<file path="src/rtl/dbi_pkg.sv">
// Shared definitions for the DC-DBI lane logic: default geometry, zero-count limit,
// receive FSM encoding and DBI_n polarity.
package dbi_pkg;
  localparam int DBI_DATA_W     = 8;
  localparam int DBI_BURST_LEN  = 8;
  localparam int DBI_ZERO_LIMIT = (DBI_DATA_W + 1) / 2;

  localparam logic DBI_INVERTED = 1'b0;

  typedef enum logic {
    IDLE    = 1'b0,
    COLLECT = 1'b1
  } rx_state_e;
endpackage

</file>
<file path="src/rtl/dbi_zero_count.sv">
// Zero-popcount over W lane lines; flags when the zero count exceeds LIMIT.
module dbi_zero_count #(
  parameter int W     = 9,
  parameter int LIMIT = 4
) (
  input  logic [W-1:0] lines,
  output logic         over_limit
);
  localparam int ZW = $clog2(W + 1);

  logic [ZW-1:0] zeros;

  always_comb begin
    zeros = '0;
    for (int i = 0; i < W; i++) zeros = zeros + ZW'(!lines[i]);
  end

  assign over_limit = zeros > ZW'(LIMIT);
endmodule

</file>
<file path="src/rtl/dbi_rx_decoder.sv">
// DC-DBI receive decoder: un-inverts flagged beats, assembles bursts into a
// valid/ready output register and reports DBI-rule and framing faults.
module dbi_rx_decoder
  import dbi_pkg::*;
#(
  parameter int DATA_W    = DBI_DATA_W,
  parameter int BURST_LEN = DBI_BURST_LEN,
  parameter int CNT_W     = 16
) (
  input  logic                        clk,
  input  logic                        rst_n,
  input  logic                        beat_valid,
  input  logic                        burst_start,
  input  logic [DATA_W-1:0]           dq_in,
  input  logic                        dbi_n_in,
  output logic [DATA_W*BURST_LEN-1:0] rx_data,
  output logic                        rx_valid,
  input  logic                        rx_ready,
  output logic                        dbi_viol,
  output logic                        frame_err,
  output logic                        overflow,
  output logic [CNT_W-1:0]            inv_count,
  output logic [CNT_W-1:0]            viol_count
);
  localparam int IDX_W      = $clog2(BURST_LEN);
  localparam int ZERO_LIMIT = (DATA_W + 1) / 2;

  rx_state_e                         state;
  logic [IDX_W-1:0]                  beat_idx;
  logic [BURST_LEN-1:0][DATA_W-1:0]  coll_buf;
  logic                              done_q;

  logic [DATA_W-1:0] beat_data;
  logic              beat_inv;
  logic              beat_viol;
  logic              beat_store;

  assign beat_inv   = dbi_n_in == DBI_INVERTED;
  assign beat_data  = beat_inv ? ~dq_in : dq_in;
  // Orphan beats in IDLE are discarded and therefore not counted as inverted.
  assign beat_store = beat_valid && (burst_start || state == COLLECT);

  dbi_zero_count #(.W(DATA_W + 1), .LIMIT(ZERO_LIMIT)) u_zero_count (
    .lines      ({dbi_n_in, dq_in}),
    .over_limit (beat_viol)
  );

  always_ff @(posedge clk) begin
    if (!rst_n) begin
      state      <= IDLE;
      beat_idx   <= '0;
      coll_buf   <= '0;
      done_q     <= 1'b0;
      dbi_viol   <= 1'b0;
      frame_err  <= 1'b0;
      inv_count  <= '0;
      viol_count <= '0;
    end else begin
      done_q    <= 1'b0;
      dbi_viol  <= 1'b0;
      frame_err <= 1'b0;
      if (beat_valid) begin
        dbi_viol <= beat_viol;
        if (beat_viol && viol_count != '1) viol_count <= viol_count + CNT_W'(1);
        if (beat_store && beat_inv && inv_count != '1) inv_count <= inv_count + CNT_W'(1);
        if (burst_start) begin
          // A start mid-burst drops the partial burst and restarts at beat 0.
          frame_err   <= state == COLLECT;
          coll_buf[0] <= beat_data;
          beat_idx    <= IDX_W'(1);
          state       <= COLLECT;
        end else if (state == IDLE) begin
          frame_err <= 1'b1;
        end else begin
          coll_buf[beat_idx] <= beat_data;
          if (beat_idx == IDX_W'(BURST_LEN - 1)) begin
            beat_idx <= '0;
            state    <= IDLE;
            done_q   <= 1'b1;
          end else begin
            beat_idx <= beat_idx + IDX_W'(1);
          end
        end
      end
    end
  end

  // Output stage runs one cycle behind completion so the collect buffer can
  // start the next burst on the very next beat.
  always_ff @(posedge clk) begin
    if (!rst_n) begin
      rx_data  <= '0;
      rx_valid <= 1'b0;
      overflow <= 1'b0;
    end else begin
      overflow <= 1'b0;
      if (done_q) begin
        if (!rx_valid || rx_ready) begin
          rx_data  <= coll_buf;
          rx_valid <= 1'b1;
        end else begin
          overflow <= 1'b1;
        end
      end else if (rx_valid && rx_ready) begin
        rx_valid <= 1'b0;
      end
    end
  end
endmodule
</file>
<file path="config.mk">
export PLATFORM = sky130hd
export DESIGN_NAME = dbi_rx_decoder
export DESIGN_NICKNAME = d
export VERILOG_FILES = /design/src/rtl/dbi_pkg.sv /design/src/rtl/dbi_zero_count.sv /design/src/rtl/dbi_rx_decoder.sv
export SDC_FILE = /design/constraint.sdc
export NUM_CORES = 1
export LEC_CHECK = 0
export CORE_AREA = 2 2 113 115
export CTS_CLUSTER_SIZE = 28
export DETAILED_ROUTE_END_ITERATION = 10
export DIE_AREA = 0 0 115 117
export PLACE_DENSITY_LB_ADDON = 0.1
export SLEW_MARGIN = 20
export SYNTH_ARGS = -nofsm -noshare
export SYNTH_HDL_FRONTEND = slang
export SYNTH_SLANG_ARGS = --single-unit
</file>
<file path="constraint.sdc">
create_clock -name clk -period 10.6 [get_ports clk]
set_input_delay 1.59 -clock clk [delete_from_list [all_inputs] [get_ports clk]]
set_output_delay 1.59 -clock clk [all_outputs]
set_load 0.1 [all_outputs]
</file>
* Word level (Yosys, flattened, before mapping) *
Cells that the tools add are included.

storage, ports and cells
  bits in registers = 169
  input bits = 14

operators by class
  add/subtract/negate cells = 11
  magnitude comparators = 3
  equal/unequal tests = 4
  multiplexer cells = 19
  bitwise gates (word level) = 6
  reductions and logical operators = 29

operators by type and width
  operator                                                                              count
  64-bit bitwise mux                                                                    1
  16-bit by 1-bit adder with 16-bit output (second input constant)                      2
  8-bit two-way mux                                                                     4
  16-bit != test (second input constant)                                                2
  4-bit by 1-bit adder with 4-bit output                                                7
  8-bit demux with 3-bit select                                                         1
  2-bit AND reduction                                                                   7
  1-bit logical NOT                                                                     10
  1-bit two-way mux                                                                     10
  3-bit two-way mux                                                                     3
  8-bit inverter                                                                        1
  1-bit logical AND                                                                     6
  1-bit inverter                                                                        5
  4-bit by 3-bit > comparator with 1-bit output (second input constant)                 1
  3-bit by 4-bit less-than comparator with 1-bit output (second input constant)         1
  2-bit nonzero test                                                                    2
  4-bit OR reduction                                                                    1
  3-bit by 1-bit adder with 3-bit output (second input constant)                        1
  3-bit equality test (second input constant)                                           1
  3-bit by 1-bit greater-or-equal comparator with 1-bit output (second input constant)  1
  3-bit AND reduction                                                                   1
  1-bit by 1-bit adder with 2-bit output                                                1
  1-bit logical OR                                                                      2
  2-bit by 1-bit != test with 1-bit output (second input constant)                      1

* Logic depth before layout (Yosys ltp) *
  depth after elaboration = 12
  depth in mapped cells = 15
  depth with buffers taken out = 13

* Hierarchy *
A second synthesis with hierarchy kept.

unflattened totals
  cells, all modules = 774
  area, all modules = 6839.1 um^2

by module, submodules not included
  module          times used  cells an instance  area each (um^2)  sequential area each (um^2)
  dbi_rx_decoder  1           754                6648.9            3383.2
  dbi_zero_count  1           20                 190.2             0.0

* Worst setup path before layout *
No wires, ideal clock.

  kind = in2reg
  start point = input port dq_in[0]
  end point = register viol_count[13]
  library setup time = 132 ps
  data arrival time = 5095 ps
  setup slack = 5373 ps
  cell stages on the path = 14
  buffers on the path = 2
  cells stage by stage = inv_1 -> ha_1 -> fa_1 -> fa_1 -> fa_1 -> ha_1 -> fa_1 -> xor2_1 -> o221ai_1 -> nand2_1 -> clkbuf_1 -> buf_2 -> o31ai_1 -> a21oi_1

on the way
  cells in the longest elaborated chain, start to end = 12

RTL lines
  element                                               RTL line              source
  from (decl)                                           dbi_rx_decoder.sv:14  input logic [DATA_W-1:0] dq_in,
  1-bit logical NOT                                     dbi_zero_count.sv:15  for (int i = 0; i < W; i++) zeros = zeros + ZW'(!lines[i]);
  1-bit by 1-bit adder with 2-bit output                dbi_zero_count.sv:15
  4-bit by 1-bit adder with 4-bit output (7 in series)  dbi_zero_count.sv:15
  4-bit by 3-bit > comparator with 1-bit output         dbi_zero_count.sv:18  assign over_limit = zeros > ZW'(LIMIT);
  1-bit logical AND                                     dbi_rx_decoder.sv:64  if (beat_viol && viol_count != '1) viol_count <= viol_count + CNT_W'(1);
  2-bit AND reduction (no line)                         --
  to (signal assigned)                                  dbi_rx_decoder.sv:64
  to (decl)                                             dbi_rx_decoder.sv:23  output logic [CNT_W-1:0] viol_count

No other way between the ends.
A chain may end at the register's enable or synchronous reset.

* Worst setup path in the final report *
  start point = input port dbi_n_in
  end point = register viol_count[8]

on the way
  cells in the longest elaborated chain, start to end = 5

RTL lines
  element                                        RTL line              source
  from (decl)                                    dbi_rx_decoder.sv:15  input logic dbi_n_in,
  1-bit logical NOT                              dbi_zero_count.sv:15
  4-bit by 1-bit adder with 4-bit output         dbi_zero_count.sv:15
  4-bit by 3-bit > comparator with 1-bit output  dbi_zero_count.sv:18
  1-bit logical AND                              dbi_rx_decoder.sv:64
  2-bit AND reduction (no line)                  --

No other way between the ends.

==> metrics <==
EDFF count, synth 0; CP max FO 26; Hold Worst Slack 0.451 ns; # IOs 114; RSZ-0062 raised after global routing no; Final period util 58.1%; Non-Filler Instances 1016; antenna violations before repair 0; syn_area_per_cell 8.86 um2; total routed wirelength 15100 um; Peak VDD IR 0.0898 mV; total clock sinks 169; ys async rst share 0%; YS warnings 0; grt met3 use 5.15%; wire length per cell 14.8 um; Std-Cell Rows 41; Hold WC Path Type reg -> reg; FF+latch count, synth 169; Setup CP Type in -> reg; CTS buffer count 17; Synth Net Count 796; ranking of synthesized cells by area dfxtp_1 50%, mux2i_1 11%, nand2_1 8.6%; P_leak 3.34 nW; M2 GR Usage 39.7%; First DRT Iteration DRCs 330; met1 GRT Util 28.5%; worst slew pin tran 1.13 ns; CTS resizes 0; Chip Height 117 um; root cell of the clock tree clkbuf_16; GPL Wtd Cong 0.810; most frequent cell after synthesis dfxtp_1; post-synth top area share 49.8%; PD cells 163 nW/um2; Most Used Layer, Global Route met2; core outline area 12300 um2; GRT overflow 0; Setup TNS 0 ns; Area growth, synth to finish 26.2%; run status finished clean; Fmax 162 MHz; Initial Util 55.1%; clock slew at reported path FFs 0.06 ns; Die X 115 um; diode count 0; Hold-fix buffers, CTS 0; sequential share of the synthesized area 49.8%; Tmin final 6.16 ns; DR pass1 iterations 5; Final Setup Violations 0; Slew headroom 24.4%; top_reg_cell synth dfxtp_1; CP Data Required Time 10.95 ns; Slew Viols, Final 0; H-Tree Depth 4; Via density 5.43; Port Buffers 113; critical path launch point type input pin; largest net degree at the start of global routing 96; total setup buffers inserted after CTS 0; nets 884; Fin Clk Skew 0.00484 ns; DP Wirelength 9950 um; Final Hold Fails 0; CTS max path bufs 2; count of cell types in the netlist 49; Post-Syn Instances 766; synthesized area 6790 um2; vias in the first global route 5189; Yosys top cell by area dfxtp_1; Crit. End Element flip-flop; Vias 5512; global-route wire length before repair 24500 um; # Max-Cap Violations 0; CP Data Arrival Time 6.51 ns; DRT antenna net count 0; Synth top cells by count 169 x dfxtp_1, 156 x nand2_1, 80 x a21oi_1, 80 x nor2_1, 72 x mux2i_1; gr usage total 23.2%; CTS tree yes; die area 13500 um2; placed insts 985; layout cells sized above 1 5.08%; clk_lat worst skew 0.42 ns; DRC 0
-- final timing paths --
check,startpoint,endpoint,slack [ns],cells after the start
max,dbi_n_in,viol_count[8],4.44,12
min,coll_buf[63],rx_data[63],0.45,2
max reg2reg,state,inv_count[5],8.49,7
min reg2reg,coll_buf[63],rx_data[63],0.45,2
-- per-stage QoR --
stage | total power, mW | instance area (um2) | util, % | setup slack [ns]
after global routing | 1.44 | 8560 | 69.6 | 4.12
after global placement | 0.773 | 7950 | 64.5 | 4.22
after detailed placement | 0.779 | 7950 | 64.6 | 4.04
after floorplan | 0.745 | 6790 | - | 5.37
final | 1.40 | 8560 | 69.6 | 4.44
after CTS | 1.41 | 8560 | 69.5 | 4.49
-- area by class of cell --
cell class / instances / area (um2)
clock buffers: 23 / 488
clock inverters: 8 / 118
fillers: 976 / 3750
inverters: 21 / 81.3
multi-input cells: 529 / 3150
flip-flops and latches: 169 / 3380
well taps: 150 / 188
repair buffers: 116 / 1150
-- registers in the layout (all words and copies together), names as in the netlist --
name,flops
rx_data,64
overflow,1
viol_count,16
rx_valid,1
state,1
frame_err,1
inv_count,16
dbi_viol,1
beat_idx,3
done_q,1
coll_buf,64
-- cells by family (layout without fill, tap and decap cells) --
| family | count (synthesis) | in the layout | share of synthesized area [%] |
|---|---|---|---|
| XOR/XNOR | 17 | 17 | 2.19 |
| AO/OA/AOI/OAI | 106 | 106 | 8.88 |
| multiplexers | 72 | 72 | 10.6 |
| AND/OR/NAND/NOR | 318 | 318 | 20.9 |
| flip-flops | 169 | 169 | 49.8 |
| buffers and inverters | 68 | 168 | 4.05 |
| adder cells (fa/ha/maj) | 16 | 16 | 3.50 |
-- critical path: stages --
cell             delay (ns)
clkdlybuf4s50_1        0.89
inv_1                  0.22
fa_1                   0.60
fa_1                   0.45
fa_1                   0.48
ha_1                   0.23
fa_1                   0.40
xor2_1                 0.18
o221ai_1               0.20
nand2_1                0.47
or4_1                  0.66
a21oi_1                0.15
-- layer usage --
metal	up-vias	share of wire, %
li1	2749	-
met1	2595	44
met5	-	0
met3	22	4.6
met2	146	49
met4	0	1.9
-- report_power, final --
part           leakage [nW]  switching (mW)  internal, mW  total, mW
logic                  1.67          0.0836        0.0349      0.119
registers              1.36         0.00573         0.641      0.647
clock network         0.299           0.238         0.393      0.631
total                  3.34           0.327          1.07       1.40
-- cell usage in the layout (no fill, tap or decap), drive strengths merged, types with 3 or more instances in the layout --
cell,n
dfxtp,169
nand2,156
clkdlybuf4s50,113
nor2,81
a21oi,80
mux2i,72
clkbuf,23
inv,21
xnor2,15
nand4,11
ha,11
nand2b,11
nand3,10
nor3,8
or4,7
nor4,6
o31ai,6
and4,6
and3,5
fa,5
and2,5
o21ai,5
nand3b,4
clkinv,4
nor2b,4
bufinv,3
buf,3
Power figures use the tool's default switching activity.
